[config.mk]
export PLATFORM = sky130hd
export DESIGN_NAME = uart_rx_oversampled
export DESIGN_NICKNAME = d
export VERILOG_FILES = /design/src/rtl/uart_pkg.sv /design/src/rtl/uart_rx_oversampled_sync.sv /design/src/rtl/uart_rx_oversampled.sv
export SDC_FILE = /design/constraint.sdc
export NUM_CORES = 1
export LEC_CHECK = 0
export CELL_PAD_IN_SITES_DETAIL_PLACEMENT = 1
export CELL_PAD_IN_SITES_GLOBAL_PLACEMENT = 1
export CORE_UTILIZATION = 42
export CTS_CLUSTER_DIAMETER = 200
export DETAILED_ROUTE_END_ITERATION = 6
export PLACE_DENSITY = 0.77
export RECOVER_POWER = 100
export SLEW_MARGIN = 5
export SYNTH_ARGS = -nofsm -noshare
export SYNTH_HDL_FRONTEND = slang
export SYNTH_SLANG_ARGS = --single-unit
[constraint.sdc]
create_clock -name clk -period 2.4 [get_ports clk]
set_input_delay 0.36 -clock clk [delete_from_list [all_inputs] [get_ports clk]]
set_output_delay 0.36 -clock clk [all_outputs]
set_load 0.005 [all_outputs]
[src/rtl/uart_pkg.sv]
// -----------------------------------------------------------------------------
// uart_pkg
// Shared definitions for the UART receive path and the clock-counter stage.
//   rx_state_t       : receiver FSM state encoding
//   UART_OVERSAMPLE  : oversample ticks per bit (default receiver parameter)
//   UART_DATA_BITS   : data bits per frame (default receiver parameter)
//   UART_DIV_HALF    : half of the divide-by-650 ratio used by the clock counter
// Optional feature macro: UART_RX_PARITY_EN adds the PARITY state.
// -----------------------------------------------------------------------------
package uart_pkg;

    localparam int UART_OVERSAMPLE = 16;
    localparam int UART_DATA_BITS  = 8;
    localparam int UART_DIV_HALF   = 325;

    typedef enum logic [2:0] {
        ST_ARM    = 3'd0,
        ST_IDLE   = 3'd1,
        ST_START  = 3'd2,
        ST_DATA   = 3'd3,
`ifdef UART_RX_PARITY_EN
        ST_PARITY = 3'd4,
`endif
        ST_STOP   = 3'd5
    } rx_state_t;

endpackage

[src/rtl/uart_rx_oversampled_sync.sv]
// -----------------------------------------------------------------------------
// sync_2ff
// Single-bit two-flop synchronizer with a parameterised reset value.
//   clk   : destination clock
//   reset : synchronous, active-high
//   i_d   : asynchronous input
//   o_q   : synchronized output (two clk cycles of latency)
// -----------------------------------------------------------------------------
module sync_2ff #(
    parameter logic RESET_VAL = 1'b1
) (
    input  logic clk,
    input  logic reset,
    input  logic i_d,
    output logic o_q
);

    logic [1:0] r_sync;

    always_ff @(posedge clk) begin
        if (reset) begin
            r_sync <= {2{RESET_VAL}};
        end else begin
            r_sync <= {r_sync[0], i_d};
        end
    end

    assign o_q = r_sync[1];

endmodule

[src/rtl/uart_rx_oversampled.sv]
// -----------------------------------------------------------------------------
// uart_rx_oversampled
// 8N1 serial receiver driven by an oversample tick derived from tclk. The tclk
// input is only sampled as data; every FSM and counter advance happens on a
// clk cycle where tclk has just risen.
//   clk          : system clock
//   reset        : synchronous, active-high
//   tclk         : oversample clock (OVERSAMPLE ticks per bit), clk domain
//   rx           : asynchronous serial line, idle high
//   data         : last good byte, held until the next good frame
//   valid        : one-cycle pulse when data updates
//   framing_err  : one-cycle pulse when the stop bit samples low
//   parity_err   : one-cycle pulse on even-parity mismatch (UART_RX_PARITY_EN)
//   busy         : high in every state except IDLE (low out of reset)
// Optional feature macro: UART_RX_PARITY_EN inserts an even-parity bit
// between the data bits and the stop bit.
// -----------------------------------------------------------------------------
module uart_rx_oversampled
    import uart_pkg::*;
#(
    parameter int OVERSAMPLE = UART_OVERSAMPLE,
    parameter int DATA_BITS  = UART_DATA_BITS
) (
    input  logic                 clk,
    input  logic                 reset,
    input  logic                 tclk,
    input  logic                 rx,
    output logic [DATA_BITS-1:0] data,
    output logic                 valid,
    output logic                 framing_err,
`ifdef UART_RX_PARITY_EN
    output logic                 parity_err,
`endif
    output logic                 busy
);

    localparam int OS_W = $clog2(OVERSAMPLE);
    localparam int BC_W = $clog2(DATA_BITS + 1);

    localparam logic [OS_W-1:0] OS_MID  = OS_W'(OVERSAMPLE / 2 - 1);
    localparam logic [OS_W-1:0] OS_LAST = OS_W'(OVERSAMPLE - 1);
    localparam logic [BC_W-1:0] BC_LAST = BC_W'(DATA_BITS - 1);

    logic                 r_tclk_q;
    logic                 w_tick;
    logic                 w_rx_s;
    rx_state_t            r_state;
    logic [OS_W-1:0]      r_os_cnt;
    logic [BC_W-1:0]      r_bit_cnt;
    logic [DATA_BITS-1:0] r_shreg;
    logic [DATA_BITS-1:0] r_data;
    logic                 r_valid;
    logic                 r_framing_err;
    logic                 r_busy;
`ifdef UART_RX_PARITY_EN
    logic                 r_parity_err;
    logic                 r_par_bit;
`endif

    // Rising-edge detect on tclk gives exactly one tick per oversample period.
    always_ff @(posedge clk) begin
        if (reset) begin
            r_tclk_q <= 1'b0;
        end else begin
            r_tclk_q <= tclk;
        end
    end

    assign w_tick = tclk & ~r_tclk_q;

    // Synchronizer resets high so a reset never looks like a start bit.
    sync_2ff #(
        .RESET_VAL(1'b1)
    ) u_rx_sync (
        .clk   (clk),
        .reset (reset),
        .i_d   (rx),
        .o_q   (w_rx_s)
    );

    always_ff @(posedge clk) begin
        if (reset) begin
            r_state       <= ST_ARM;
            r_os_cnt      <= '0;
            r_bit_cnt     <= '0;
            r_shreg       <= '0;
            r_data        <= '0;
            r_valid       <= 1'b0;
            r_framing_err <= 1'b0;
            r_busy        <= 1'b0;
`ifdef UART_RX_PARITY_EN
            r_parity_err  <= 1'b0;
            r_par_bit     <= 1'b0;
`endif
        end else begin
            // Status strobes are single-cycle by default.
            r_valid       <= 1'b0;
            r_framing_err <= 1'b0;
`ifdef UART_RX_PARITY_EN
            r_parity_err  <= 1'b0;
`endif
            if (w_tick) begin
                case (r_state)
                    // Only leave ARM once the line is seen high, so a break
                    // or a stuck-low line cannot retrigger frames.
                    ST_ARM: begin
                        if (w_rx_s) begin
                            r_state <= ST_IDLE;
                            r_busy  <= 1'b0;
                        end
                    end

                    ST_IDLE: begin
                        if (!w_rx_s) begin
                            r_state  <= ST_START;
                            r_os_cnt <= '0;
                            r_busy   <= 1'b1;
                        end
                    end

                    // Re-check the start bit at its centre; a high sample
                    // there means the falling edge was a glitch.
                    ST_START: begin
                        if (r_os_cnt == OS_MID) begin
                            r_os_cnt <= '0;
                            if (!w_rx_s) begin
                                r_state   <= ST_DATA;
                                r_bit_cnt <= '0;
                            end else begin
                                r_state <= ST_IDLE;
                                r_busy  <= 1'b0;
                            end
                        end else begin
                            r_os_cnt <= r_os_cnt + 1'b1;
                        end
                    end

                    // From the start-bit centre, every full bit period lands
                    // on the centre of the next bit. Shifting in at the MSB
                    // leaves the first-received bit at the LSB.
                    ST_DATA: begin
                        if (r_os_cnt == OS_LAST) begin
                            r_os_cnt  <= '0;
                            r_shreg   <= {w_rx_s, r_shreg[DATA_BITS-1:1]};
                            r_bit_cnt <= r_bit_cnt + 1'b1;
                            if (r_bit_cnt == BC_LAST) begin
`ifdef UART_RX_PARITY_EN
                                r_state <= ST_PARITY;
`else
                                r_state <= ST_STOP;
`endif
                            end
                        end else begin
                            r_os_cnt <= r_os_cnt + 1'b1;
                        end
                    end

`ifdef UART_RX_PARITY_EN
                    ST_PARITY: begin
                        if (r_os_cnt == OS_LAST) begin
                            r_os_cnt  <= '0;
                            r_par_bit <= w_rx_s;
                            r_state   <= ST_STOP;
                        end else begin
                            r_os_cnt <= r_os_cnt + 1'b1;
                        end
                    end
`endif

                    // Returning to IDLE at the stop-bit centre leaves half a
                    // bit to catch a back-to-back start edge.
                    ST_STOP: begin
                        if (r_os_cnt == OS_LAST) begin
                            r_os_cnt <= '0;
                            if (w_rx_s) begin
                                r_state <= ST_IDLE;
                                r_busy  <= 1'b0;
`ifdef UART_RX_PARITY_EN
                                if ((^r_shreg) != r_par_bit) begin
                                    r_parity_err <= 1'b1;
                                end else begin
                                    r_data  <= r_shreg;
                                    r_valid <= 1'b1;
                                end
`else
                                r_data  <= r_shreg;
                                r_valid <= 1'b1;
`endif
                            end else begin
                                // Framing error wins over any parity result.
                                r_framing_err <= 1'b1;
                                r_state       <= ST_ARM;
                            end
                        end else begin
                            r_os_cnt <= r_os_cnt + 1'b1;
                        end
                    end

                    default: begin
                        r_state <= ST_ARM;
                    end
                endcase
            end
        end
    end

    assign data        = r_data;
    assign valid       = r_valid;
    assign framing_err = r_framing_err;
    assign busy        = r_busy;
`ifdef UART_RX_PARITY_EN
    assign parity_err  = r_parity_err;
`endif

endmodule

==> results.md <==
- The run finished with clean final reports.
- The CTS tree is yes.
- The logic depth of the worst register-to-register path is 5.
- The floorplan has 21 rows.
- The worst setup path is launched from a register.
- The number of antenna violations at the first check in global routing is 0.
- Post-CTS repair changed the size of 0 cells.
- The share of total power dissipated in the clock network is 33.7%.
- The ratio of routed vias to standard cells is approximately 5.5.
- The initial standard-cell utilization of the core is between 40% and 50%.
- The filler cell count in the final layout is 421.
- In the global route stage, met1 resource usage came out at between 20% and 30%.
- The final-report max-slew violation count is 0.
- The routed layout has approximately 1200 vias.
- The number of antenna diodes in the final layout is 0.
- The proportion of power drawn by combinational gates is ~4.5%.
- At the end of the flow the core is filled with cells to between 50 and 60%.
- The final layout contains approximately 180 nets.
- The clock-pin slew of the registers on the worst-case setup and hold paths is roughly 0.11 ns.
- The global-route met3 utilization is under 10%.
- Counting instances, the worst hold path has a depth of 1.
- For the final routed database, the setup TNS stands at 0 ns.
- The die width is about 61 µm.
- The HPWL after detailed placement is roughly 2300 µm.
- Measured along the y axis, the die boundary spans between 60 and 70 µm.
- The clock tree root driver cell is clkbuf_4.
- STA puts the critical path data required time at 2.66 ns.
- The number of DRC violations after detailed routing is 0.
- The worst setup path is captured at a register.
- The time the final worst path needs with I/O delays and setup is about 1.9 ns.
- The internal power component is around 0.00068 W.
- After clock tree synthesis, the setup repair step added 0 buffers.
- The layout overhead on the synthesized area is 13.8%.
- The detailed-routing iteration count for the pre-antenna-repair pass is 4.
- The type of the most critical hold path is reg2reg.
- The share of post-route cells with drive strength above 1 is under 10%.
- In this run switching power makes up approximately 25% of total power.
- Summed over all cells, the static leakage comes to 0.742 nW.
- In the synthesized netlist, the cells that appear most often are dfxtp_1, nor2_1, mux2i_1, a21oi_1, nand2_1.
- The number of distinct library cells after synthesis is 41.
- The area share of the largest cell type after synthesis is 44.8%.
- The area used by multi-input combinational logic is approximately 740 µm².
- The analysis attributes to net switching a power of about 0.00023 W.
- The gate count after technology mapping is approximately 170.
- After detailed routing, the total wire length is approximately 3300 µm.
- In this run the worst path has a maximum fanout of 10.
- The start-to-end type of the worst setup path is reg2reg.
- After detailed placement, the design holds a cell count of around 220.
- TritonCTS created 5 clock buffers.
- In the final routed layout, each cell accounts on average for 14.6 µm.
- The mean instance size in the synthesized netlist is between 8 and 9 µm².
- On the worst path, the slowest cell contributes a delay of around 0.5 ns.
- For this design the ratio of total power to cell area is 543 nW/µm².
- The fmax is about 500 MHz.
- In the post-synthesis netlist, the cell with the most instances is dfxtp_1.
- The number of buffers on the longest clock path is 2.
- At the worst endpoint, the arrival time is 2.21 ns.
- The post-synthesis net count is 173.
- The most instantiated flip-flop cell in the synthesis netlist is dfxtp_1.
- The number of antenna-violating nets in the routed design is 0.
- Pin placement for this block handled 15 I/O pins.
- The count of warnings emitted by yosys is 0.
- Across the run, the number of max-cap violations was 0.
- Before CTS, the worst setup slack after placement is between 0.2 and 0.25 ns.
- The overall power consumption is between 0.0009 and 0.001 W.
- The first-pass GRT wire length is ~5600 µm.
- Sequential cells account for 61.8% of the total power.
- Summing the sequential cell areas from Yosys gives between 40 and 50% of the chip area.
- The count of non-filler cells in the finished layout is ~230.
- Port buffering added 14 buffers.
- Routability-driven placement finished with a final weighted congestion of 0.793.
- After synthesis, the share of flip-flops with an asynchronous set or reset is 0%.
- In this run the cell area of the synthesized design comes to around 1500 µm².
- The clock drives 33 sinks.
- The number of flip-flops and latches in the synthesized netlist is 33.
- The met2 track demand over resource is between 30% and 40%.
- After layout, the worst setup slack is roughly 0.45 ns.
- The biggest area contributor in the post-synthesis netlist is dfxtp_1.
- The final worst clock skew is between 0.004 and 0.005 ns.
- The number of hold buffers added after CTS was 0.
- The number of global-route vias before repair came to 1255.
- The final critical path takes up 81.2% of the cycle.
- The depth of the CTS H-tree is 2.
- For the pin with the worst max-slew slack, the measured transition is 0.939 ns.
- The area of the core is ~3300 µm².
- The critical-path cell with the highest stage delay is dfxtp_1.
- Setup repair after global routing left no endpoint under its margin.
- The clock reaches the later pin of the worst-skew pair after 0.33 ns.
- Setup violations remaining at the end of the flow were counted as 0.
- The signal on the critical path passes through nor2b_1 -> a21oi_1 -> nor3_1 -> or3b_1 -> a21oi_1.
- The total global routing track utilization is about a fifth.
- Across the VDD grid, the largest voltage drop is roughly 0.00032 V.
- The total die area is ~3800 µm².
- The DRC violation total after the first TritonRoute iteration is 36.
- The most frequent cell on the critical path is a21oi_1.
- The busiest layer in global routing is met2.
- Entering global routing, the biggest net connects 24 pins.
- The remaining global-route overflow is 0.
- Headroom to the max-slew limit came out at between 30% and 40%.
- After synthesis, the cell types taking the most area are dfxtp_1, mux2i_1, nor2_1.
- Summing all flip-flop and latch instances after layout gives 661 µm².
- Yosys mapped a number of flops with a built-in enable equal to 0.
- The count of final hold-check violations is 0.
cells by family (layout without fill, tap and decap cells):
group	count (synthesis)	after routing	share of synthesized area (%)
xor gates and xnor gates	1	1	0.594
buffers and inverters	16	28	5.18
and+or+nand+nor	71	71	24.9
muxes	16	16	10.9
adders and majority gates	2	2	1.70
DFF	33	33	44.8
AOI/OAI and AO/OA	28	28	12.0
layout make-up:
cell class                 count  share of cell area, %
multi-input combinational    118                   44.0
sequential                    33                   39.4
timing repair buffer          17                   9.25
tap                           46                   3.43
clock buffer                   5                   2.24
clock inverter                 3                   1.04
inverter                       3                  0.672
power by group through the flow:
stage | Clock (W) | Sequential (W) | Combinational, W
finish | 0.000307 | 0.000562 | 0.0000411
global placement | 0 | 0.000575 | 0.0000413
floorplan | 0 | 0.000566 | 0.0000382
global route | 0.000341 | 0.000564 | 0.0000453
detailed placement | 0 | 0.000575 | 0.0000420
CTS | 0.000319 | 0.000562 | 0.0000423
critical path: cells and delay by family (launching register included):
family | cells | cell delay, ns
AO/OA/AOI/OAI | 2 | 0.32
AND/OR/NAND/NOR | 3 | 1.04
flip-flops | 1 | 0.51
state kept, by name (all words and copies together) (netlist names), 2 cells and up:
register	cells
r_shreg	8
u_rx_sync.r_sync	2
r_state	3
r_bit_cnt	4
r_os_cnt	4
data	8
path summary, 6_finish.rpt:
check	startpoint	slack (ns)	end
setup reg to reg	r_state[2]$_SDFFE_PP0P_	0.45	r_os_cnt[0]$_SDFFE_PP0P_
hold reg to reg	u_rx_sync.r_sync[0]$_SDFF_PP1_	0.43	u_rx_sync.r_sync[1]$_SDFF_PP1_
setup / recovery	r_state[2]$_SDFFE_PP0P_	0.45	r_os_cnt[0]$_SDFFE_PP0P_
hold / removal	u_rx_sync.r_sync[0]$_SDFF_PP1_	0.43	u_rx_sync.r_sync[1]$_SDFF_PP1_
per-layer routing:
layer	share of wire, %	routed length, µm
met1	45	1490
met2	49	1630
met3	4.0	132
met4	1.1	37
met5	0	0
per-stage QoR:
stage               hold WS [ns]  instance area, µm²
floorplan                  0.383                1470
global placement           0.404                1630
detailed placement         0.414                1630
CTS                        0.440                1680
global route               0.450                1680
finish                     0.433                1680
cells in the final DEF (no fill, tap or decap), drive strengths merged, types with 3 or more instances in the layout:
cell         Yosys  layout
a21oi           11      11
clkbuf           7       7
dfxtp           33      33
dlygate4sd3      0      12
inv              3       3
mux2i           16      16
nand2           10      10
nand3            5       5
nor2            29      29
nor3             4       4
nor3b            3       3
o21ai            4       4
or2              3       3
Note: power is estimated with default switching activity, not from simulation.
